### config.mk
export PLATFORM = sky130hd
export DESIGN_NAME = spi_reg_ctrl_flat
export DESIGN_NICKNAME = d
export VERILOG_FILES = /design/src/rtl/spi_regmap_pkg.sv /design/src/rtl/spi_reg_ctrl_if.sv /design/src/rtl/spi_duty_commit.sv /design/src/rtl/spi_reg_ctrl.sv /design/src/flat_wrapper.sv
export SDC_FILE = /design/constraint.sdc
export NUM_CORES = 1
export LEC_CHECK = 0
export CAP_MARGIN = 20
export CORE_ASPECT_RATIO = 0.6
export CORE_MARGIN = 1
export CORE_UTILIZATION = 54
export DETAILED_ROUTE_END_ITERATION = 16
export PLACE_DENSITY = 0.84
export SLEW_MARGIN = 40
export SYNTH_ARGS = -nofsm -noshare
export SYNTH_HDL_FRONTEND = slang
export SYNTH_SLANG_ARGS = --single-unit
### constraint.sdc
create_clock -name clk -period 4.02 [get_ports clk]
set_input_delay 0.402 -clock clk [delete_from_list [all_inputs] [get_ports clk]]
set_output_delay 0.402 -clock clk [all_outputs]
set_load 0.01 [all_outputs]
### src/rtl/spi_regmap_pkg.sv
// Shared register map, frame layout and FSM encoding for the SPI register controller.
// Frame layout: [15]=write bit, [14:8]=address, [7:0]=data.
package spi_regmap_pkg;

    localparam logic [6:0] ADDR_EN_OUT_LO = 7'd0;
    localparam logic [6:0] ADDR_EN_OUT_HI = 7'd1;
    localparam logic [6:0] ADDR_EN_PWM_LO = 7'd2;
    localparam logic [6:0] ADDR_EN_PWM_HI = 7'd3;
    localparam logic [6:0] ADDR_PWM_DUTY  = 7'd4;

    localparam int FRM_WR_BIT   = 15;
    localparam int FRM_ADDR_MSB = 14;
    localparam int FRM_ADDR_LSB = 8;
    localparam int FRM_DATA_MSB = 7;

    typedef enum logic {
        ST_IDLE   = 1'b0,
        ST_DECODE = 1'b1
    } state_t;

    // A frame is accepted only if it is a write to an address inside the map.
    function automatic logic frame_ok(input logic [15:0] f, input int unsigned max_addr);
        logic [31:0] addr;
        addr = {25'd0, f[FRM_ADDR_MSB:FRM_ADDR_LSB]};
        return f[FRM_WR_BIT] && (addr <= max_addr);
    endfunction

endpackage

### src/rtl/spi_reg_ctrl_if.sv
// Frame handshake between the SPI frame receiver (master) and the register controller (slave).
interface spi_reg_ctrl_if;
    // A frame transfers on a clock edge where frame_valid && frame_ready are both high.
    // The source holds frame_valid/frame_data stable until that edge; frame_ready never
    // depends combinationally on frame_valid.
    logic        frame_valid;
    logic [15:0] frame_data;
    logic        frame_ready;

    modport master (
        output frame_valid,
        output frame_data,
        input  frame_ready
    );

    modport slave (
        input  frame_valid,
        input  frame_data,
        output frame_ready
    );
endinterface

### src/rtl/spi_duty_commit.sv
// Duty-cycle staging: holds the shadow duty value and commits it to the PWM stage
// on a period boundary or when the commit timeout expires.
module spi_duty_commit #(
    parameter int unsigned SYNC_DUTY      = 1,
    parameter int unsigned COMMIT_TIMEOUT = 1024
) (
    input  logic       clk,
    input  logic       rst_n,
    input  logic       stage_en,
    input  logic [7:0] stage_data,
    input  logic       pwm_period_end,
    output logic [7:0] pwm_duty,
    output logic       duty_pending
);

    localparam int unsigned TMR_W    = (COMMIT_TIMEOUT > 1) ? $clog2(COMMIT_TIMEOUT) : 1;
    localparam int unsigned TMO_LAST = (COMMIT_TIMEOUT == 0) ? 0 : COMMIT_TIMEOUT - 1;

    logic [7:0]       duty_shadow;
    logic [TMR_W-1:0] timer;
    logic             timeout_hit;
    logic             commit;

    assign timeout_hit = (COMMIT_TIMEOUT != 0) && (timer == TMR_W'(TMO_LAST));
    assign commit      = duty_pending && (pwm_period_end || timeout_hit);

    always_ff @(posedge clk or negedge rst_n) begin
        if (!rst_n) begin
            pwm_duty     <= '0;
            duty_shadow  <= '0;
            duty_pending <= 1'b0;
            timer        <= '0;
        end else if (SYNC_DUTY == 0) begin
            if (stage_en) pwm_duty <= stage_data;
            duty_pending <= 1'b0;
            timer        <= '0;
        end else begin
            // Commit always takes the shadow value from before this edge.
            if (commit) pwm_duty <= duty_shadow;
            // A new stage wins over the commit's clear: pending stays set, timer restarts.
            if (stage_en) begin
                duty_shadow  <= stage_data;
                duty_pending <= 1'b1;
                timer        <= '0;
            end else if (commit) begin
                duty_pending <= 1'b0;
                timer        <= '0;
            end else if (duty_pending) begin
                timer <= timer + 1'b1;
            end else begin
                timer <= '0;
            end
        end
    end

endmodule

### src/rtl/spi_reg_ctrl.sv
// Register-bank controller: accepts 16-bit SPI frames, validates and decodes them into
// enable registers, stages duty writes and counts dropped frames.
module spi_reg_ctrl
    import spi_regmap_pkg::*;
#(
    parameter int unsigned MAX_ADDR       = 4,
    parameter int unsigned SYNC_DUTY      = 1,
    parameter int unsigned COMMIT_TIMEOUT = 1024,
    parameter int unsigned ERR_W          = 8
) (
    input  logic             clk,
    input  logic             rst_n,
    spi_reg_ctrl_if.slave    frame,
    input  logic             pwm_period_end,
    output logic [7:0]       en_out_lo,
    output logic [7:0]       en_out_hi,
    output logic [7:0]       en_pwm_lo,
    output logic [7:0]       en_pwm_hi,
    output logic [7:0]       pwm_duty,
    output logic             duty_pending,
    output logic [ERR_W-1:0] err_count,
    output state_t           fsm_state
);

    state_t      state;
    logic        ready_q;
    logic [15:0] hold_q;
    logic [6:0]  hold_addr;
    logic [7:0]  hold_data;
    logic        hold_ok;
    logic        stage_en;

    assign hold_addr = hold_q[FRM_ADDR_MSB:FRM_ADDR_LSB];
    assign hold_data = hold_q[FRM_DATA_MSB:0];
    assign hold_ok   = frame_ok(hold_q, MAX_ADDR);
    assign stage_en  = (state == ST_DECODE) && hold_ok && (hold_addr == ADDR_PWM_DUTY);

    assign frame.frame_ready = ready_q;
    assign fsm_state         = state;

    always_ff @(posedge clk or negedge rst_n) begin
        if (!rst_n) begin
            state     <= ST_IDLE;
            ready_q   <= 1'b1;
            hold_q    <= '0;
            en_out_lo <= '0;
            en_out_hi <= '0;
            en_pwm_lo <= '0;
            en_pwm_hi <= '0;
            err_count <= '0;
        end else begin
            case (state)
                ST_IDLE: begin
                    if (frame.frame_valid && ready_q) begin
                        hold_q  <= frame.frame_data;
                        ready_q <= 1'b0;
                        state   <= ST_DECODE;
                    end
                end
                ST_DECODE: begin
                    ready_q <= 1'b1;
                    state   <= ST_IDLE;
                    if (hold_ok) begin
                        // The duty address is handled by the commit block via stage_en.
                        case (hold_addr)
                            ADDR_EN_OUT_LO: en_out_lo <= hold_data;
                            ADDR_EN_OUT_HI: en_out_hi <= hold_data;
                            ADDR_EN_PWM_LO: en_pwm_lo <= hold_data;
                            ADDR_EN_PWM_HI: en_pwm_hi <= hold_data;
                            default: ;
                        endcase
                    end else if (err_count != {ERR_W{1'b1}}) begin
                        err_count <= err_count + 1'b1;
                    end
                end
                default: begin
                    ready_q <= 1'b1;
                    state   <= ST_IDLE;
                end
            endcase
        end
    end

    spi_duty_commit #(
        .SYNC_DUTY      (SYNC_DUTY),
        .COMMIT_TIMEOUT (COMMIT_TIMEOUT)
    ) u_duty_commit (
        .clk            (clk),
        .rst_n          (rst_n),
        .stage_en       (stage_en),
        .stage_data     (hold_data),
        .pwm_period_end (pwm_period_end),
        .pwm_duty       (pwm_duty),
        .duty_pending   (duty_pending)
    );

endmodule

### src/flat_wrapper.sv
// flat-port wrapper written by rule: the top's interface ports become plain ports
module spi_reg_ctrl_flat import spi_regmap_pkg::*;
#(
    parameter int unsigned MAX_ADDR       = 4,
    parameter int unsigned SYNC_DUTY      = 1,
    parameter int unsigned COMMIT_TIMEOUT = 1024,
    parameter int unsigned ERR_W          = 8
)
  (clk, rst_n, pwm_period_end, en_out_lo, en_out_hi, en_pwm_lo, en_pwm_hi, pwm_duty, duty_pending, err_count, fsm_state, frame_frame_valid, frame_frame_data, frame_frame_ready);
  spi_reg_ctrl_if frame_i ();
  input  logic clk;
  input  logic rst_n;
  input  logic pwm_period_end;
  output logic [7:0] en_out_lo;
  output logic [7:0] en_out_hi;
  output logic [7:0] en_pwm_lo;
  output logic [7:0] en_pwm_hi;
  output logic [7:0] pwm_duty;
  output logic duty_pending;
  output logic [ERR_W-1:0] err_count;
  output state_t fsm_state;
  input wire logic [$bits(frame_i.frame_valid)-1:0] frame_frame_valid;
  input wire logic [$bits(frame_i.frame_data)-1:0] frame_frame_data;
  output wire logic [$bits(frame_i.frame_ready)-1:0] frame_frame_ready;
  assign frame_i.frame_valid = frame_frame_valid;
  assign frame_i.frame_data = frame_frame_data;
  assign frame_frame_ready = frame_i.frame_ready;
  spi_reg_ctrl #(.MAX_ADDR(MAX_ADDR), .SYNC_DUTY(SYNC_DUTY), .COMMIT_TIMEOUT(COMMIT_TIMEOUT), .ERR_W(ERR_W)) u_core (.clk(clk), .rst_n(rst_n), .frame(frame_i), .pwm_period_end(pwm_period_end), .en_out_lo(en_out_lo), .en_out_hi(en_out_hi), .en_pwm_lo(en_pwm_lo), .en_pwm_hi(en_pwm_hi), .pwm_duty(pwm_duty), .duty_pending(duty_pending), .err_count(err_count), .fsm_state(fsm_state));
endmodule
==> results summary <==
The count of endpoints failing hold in the final timing report was 0. After synthesis, the largest area contributor takes up 61.31% of total cell area. The global-route met1 utilization came out at between 30% and 40%.

The flow ran to the end, and the final reports show no timing, DRC or antenna violations. Dividing total power by cell area gives a power density of ~500 nW/um2. Among all flip-flop cells after synthesis, the most frequent one is sky130_fd_sc_hd__dfrtp_1.

sky130_fd_sc_hd__dfrtp_1 takes more of the synthesized area than any other cell. The critical path in this run is classified as reg -> reg. The final layout contains routed wiring with a total length of around 6.6 mm. After global routing the overflow that remains totals 0. The number of placed cells counting well taps came out at between 300 and 400. Global routing consumed, on the met3 layer, 10.77% of the routing resources. The share of cells above drive strength 1 is between 20 and 30%. The starting DRC count in detailed routing came out at 40.

The data required time of the worst path is between 4000 and 5000 ps. The first global-routing pass estimated ~11 mm of wire. The via count of the first global-routing pass is ~2200. The final critical path time including I/O delays and setup is ~2000 ps.

The number of maximum-capacitance constraint violations is 0. The source of the worst register-to-register timing path is u_core.u_duty_commit.timer[0]. The routed length per placed instance came out at roughly 17 um. Clock-pin slew was measured on the worst setup and hold paths at about 80 ps. At the pin with the least slew margin, the transition time is about 830 ps. Once placement finished, the instance area stood at around 4200 um2. The total of endpoints with negative setup slack in the final report came out at 0. For this run, the number of Yosys warnings is 0. Counting distinct cell types in the post-synthesis netlist gives 31. Setup repair after global routing left no endpoint under its margin. In this run the worst setup path begins at u_core.u_duty_commit.timer[0].

The post-synthesis instance area came out at 3428 um2. Based on the critical path, the design can be clocked at up to a little under 0.5 GHz. The cts-stage hold buffer count is 0.

Clock tree synthesis selected as its root buffer the cell sky130_fd_sc_hd__clkbuf_8. The region available for standard cell placement spans a little over 6000 um2. The worst-case hold slack came out at a little over 70 ps. The total die area came out at ~6700 um2. The number of enable flip-flop cells after synthesis is 0. The maximum VDD drop came out at 0.2970 mV. The gate count after technology mapping came out at around 230. The clock latency of the later-clocked register in the worst-skew pair is 360 ps. At the end of routability-driven placement, the weighted congestion stood at 0.7441. Sorting the synthesized cells by how often they occur yields sky130_fd_sc_hd__dfrtp_1 (84), sky130_fd_sc_hd__mux2_2 (65), sky130_fd_sc_hd__nor2_1 (14), sky130_fd_sc_hd__xor2_1 (11), sky130_fd_sc_hd__nand3_1 (9). STA puts the critical path data arrival time at 2260 ps. The number of nets in the synthesized netlist is approximately 250.

STA classifies the critical path startpoint as a register. The synthesis-stage register bit count is 85. Of all nets on the critical path, the largest fanout is 8. Sequential elements use 62.08% of the synthesized area. Counting along the longest clock path gives a buffer depth of 2. The count of instances resized after the clock tree is built came out at 0.

The total routing resource utilization after global routing came out at between 20% and 30%. The first detailed-routing pass took 4 iterations. The area added between synthesis and finish came out at 30.11%. The number of core rows is 22. The CTS tree is done.

The detailed-route DRC error count came out at 0. The net count of the finished layout is about 330. Entering global routing, the biggest net connects 86 pins. The H-tree was split into 3 levels. The worst hold path class is in -> async. The most frequent cell after synthesis is sky130_fd_sc_hd__dfrtp_1.

The worst-case clock skew is about 11 ps. After filler insertion, the fill cell instance count of the layout stands at 460. The post-route antenna net violation count came out at 0. Buffers added to address setup during post-CTS repair amount to 0. The count of pins on the block boundary is 71. The starting utilization of the core area came out at 56.10%. The global routing stage identified its most utilized layer as met2. The share of flip-flops with an asynchronous set or reset is between 90% and 100%. The cell leakage power is 2.103 nW. The overall die width came out at approximately 100 um.

The design draws 2.223 mW. The sum of net half-perimeters after detailed placement came out at roughly 4.5 mm. Setup total negative slack on the finished layout was measured at 0 ps. The number of antenna violations at the first check in global routing was 0. 0 antenna diodes ended up in the layout. The post-route standard cell area excluding fillers is 4461 um2. The overall die height is around 64 um. The clock buffer count from CTS came out at 9. The mean cell area of the mapped netlist came out at approximately 15 um2. The worst pin sits at a relative slew slack of between 40% and 50%. The met2 track demand over resource in global routing came out at about a third. The footprint of the flip-flops and latches came out at between 2000 and 2500 um2. The vias per cell came out at roughly 5.2. The routed via count came out at between 2000 and 2500. CTS saw 85 sinks. The area used by multi-input combinational logic is around 1300 um2. Dividing the final minimum period by the clock period gives between 50 and 60%.

The worst setup path is captured at a register. The filler-free cell count of the finished design is around 400. In this run the register-to-register setup slack is 2000 ps. The total count of max-transition violations in the final report came out at 0. By area the synthesized netlist is led by sky130_fd_sc_hd__dfrtp_1 (61%), sky130_fd_sc_hd__mux2_2 (21%), sky130_fd_sc_hd__xor2_1 (2.8%). The count of buffers inserted at the top-level ports came out at 70.
-- per-layer routing --
metal  wire, um  up-vias
li1           -      980
met1       3206     1049
met2       2938       47
met3        419        5
met4         62        0
met5          0        -
-- placed cells by master (no fill, tap or decap), types with 3 or more instances in the layout --
cell type                         instances
sky130_fd_sc_hd__clkdlybuf4s50_1         69
sky130_fd_sc_hd__nand2_1                  6
sky130_fd_sc_hd__inv_1                    5
sky130_fd_sc_hd__xor2_1                  11
sky130_fd_sc_hd__nor3_1                   4
sky130_fd_sc_hd__and4_1                   3
sky130_fd_sc_hd__mux2_2                  65
sky130_fd_sc_hd__nor2_1                  14
sky130_fd_sc_hd__dfrtp_1                 84
sky130_fd_sc_hd__clkbuf_8                11
sky130_fd_sc_hd__bufinv_16                3
sky130_fd_sc_hd__nand3_1                  9
sky130_fd_sc_hd__xnor2_1                  3
-- area by class of cell --
class | instances | share of cell area, %
inverter | 5 | 0.4208
clock buffer | 12 | 3.254
timing repair buffer | 70 | 15.79
tap | 84 | 2.356
clock inverter | 4 | 2.132
sequential | 85 | 47.71
multi-input combinational | 138 | 28.33
-- critical path: stages, from the launching register on --
cell and delay, ps:
sky130_fd_sc_hd__dfrtp_1 410, sky130_fd_sc_hd__ha_1 250, sky130_fd_sc_hd__and4_1 200, sky130_fd_sc_hd__a31oi_1 240, sky130_fd_sc_hd__nand2b_1 420, sky130_fd_sc_hd__mux2_2 390
-- report_power, final --
group          switching [mW]  leakage [nW]  internal [mW]  total [mW]
Sequential              0.165          1.14          0.987        1.15
Clock                   0.287         0.121          0.429       0.716
Combinational           0.131         0.844          0.224       0.355
Total                   0.582          2.10           1.64        2.22
-- registers in the layout (all words and copies together) (netlist names), 8 cells and up --
signal / count
u_core.err_count: 8
u_core.en_out_lo: 8
u_core.hold_q: 16
u_core.u_duty_commit.timer: 10
u_core.u_duty_commit.duty_shadow: 8
u_core.en_out_hi: 8
u_core.en_pwm_lo: 8
u_core.en_pwm_hi: 8
u_core.u_duty_commit.pwm_duty: 8
-- metrics by stage --
stage               setup slack, ps  utilization (%)
CTS                            1991            72.95
global route                   1837            72.99
detailed placement             1905            69.02
global placement               1956            68.96
floorplan                      2263                -
finish                         1998            72.99
-- cell families (layout without fill, tap and decap cells) --
family / Yosys count / count (layout) / share of synthesized area, %
flops: 85 / 85 / 62.08
simple gates: 52 / 52 / 9.781
mux: 66 / 66 / 21.68
compound gates: 4 / 4 / 1.095
fa+ha+maj: 2 / 2 / 0.7298
xor+xnor: 14 / 14 / 3.577
buf+inv: 8 / 91 / 1.059
-- final timing paths --
kind	to	cells past startpoint
hold / removal	u_core.hold_q[13]	1
max in group asynchronous	u_core.hold_q[4]	1
hold reg to reg	u_core.u_duty_commit.timer[0]	1
setup / recovery	u_core.u_duty_commit.pwm_duty[0]	5
setup reg to reg	u_core.u_duty_commit.pwm_duty[0]	5
min in group clk	u_core.u_duty_commit.timer[0]	1
Power figures use the tool's default switching activity.
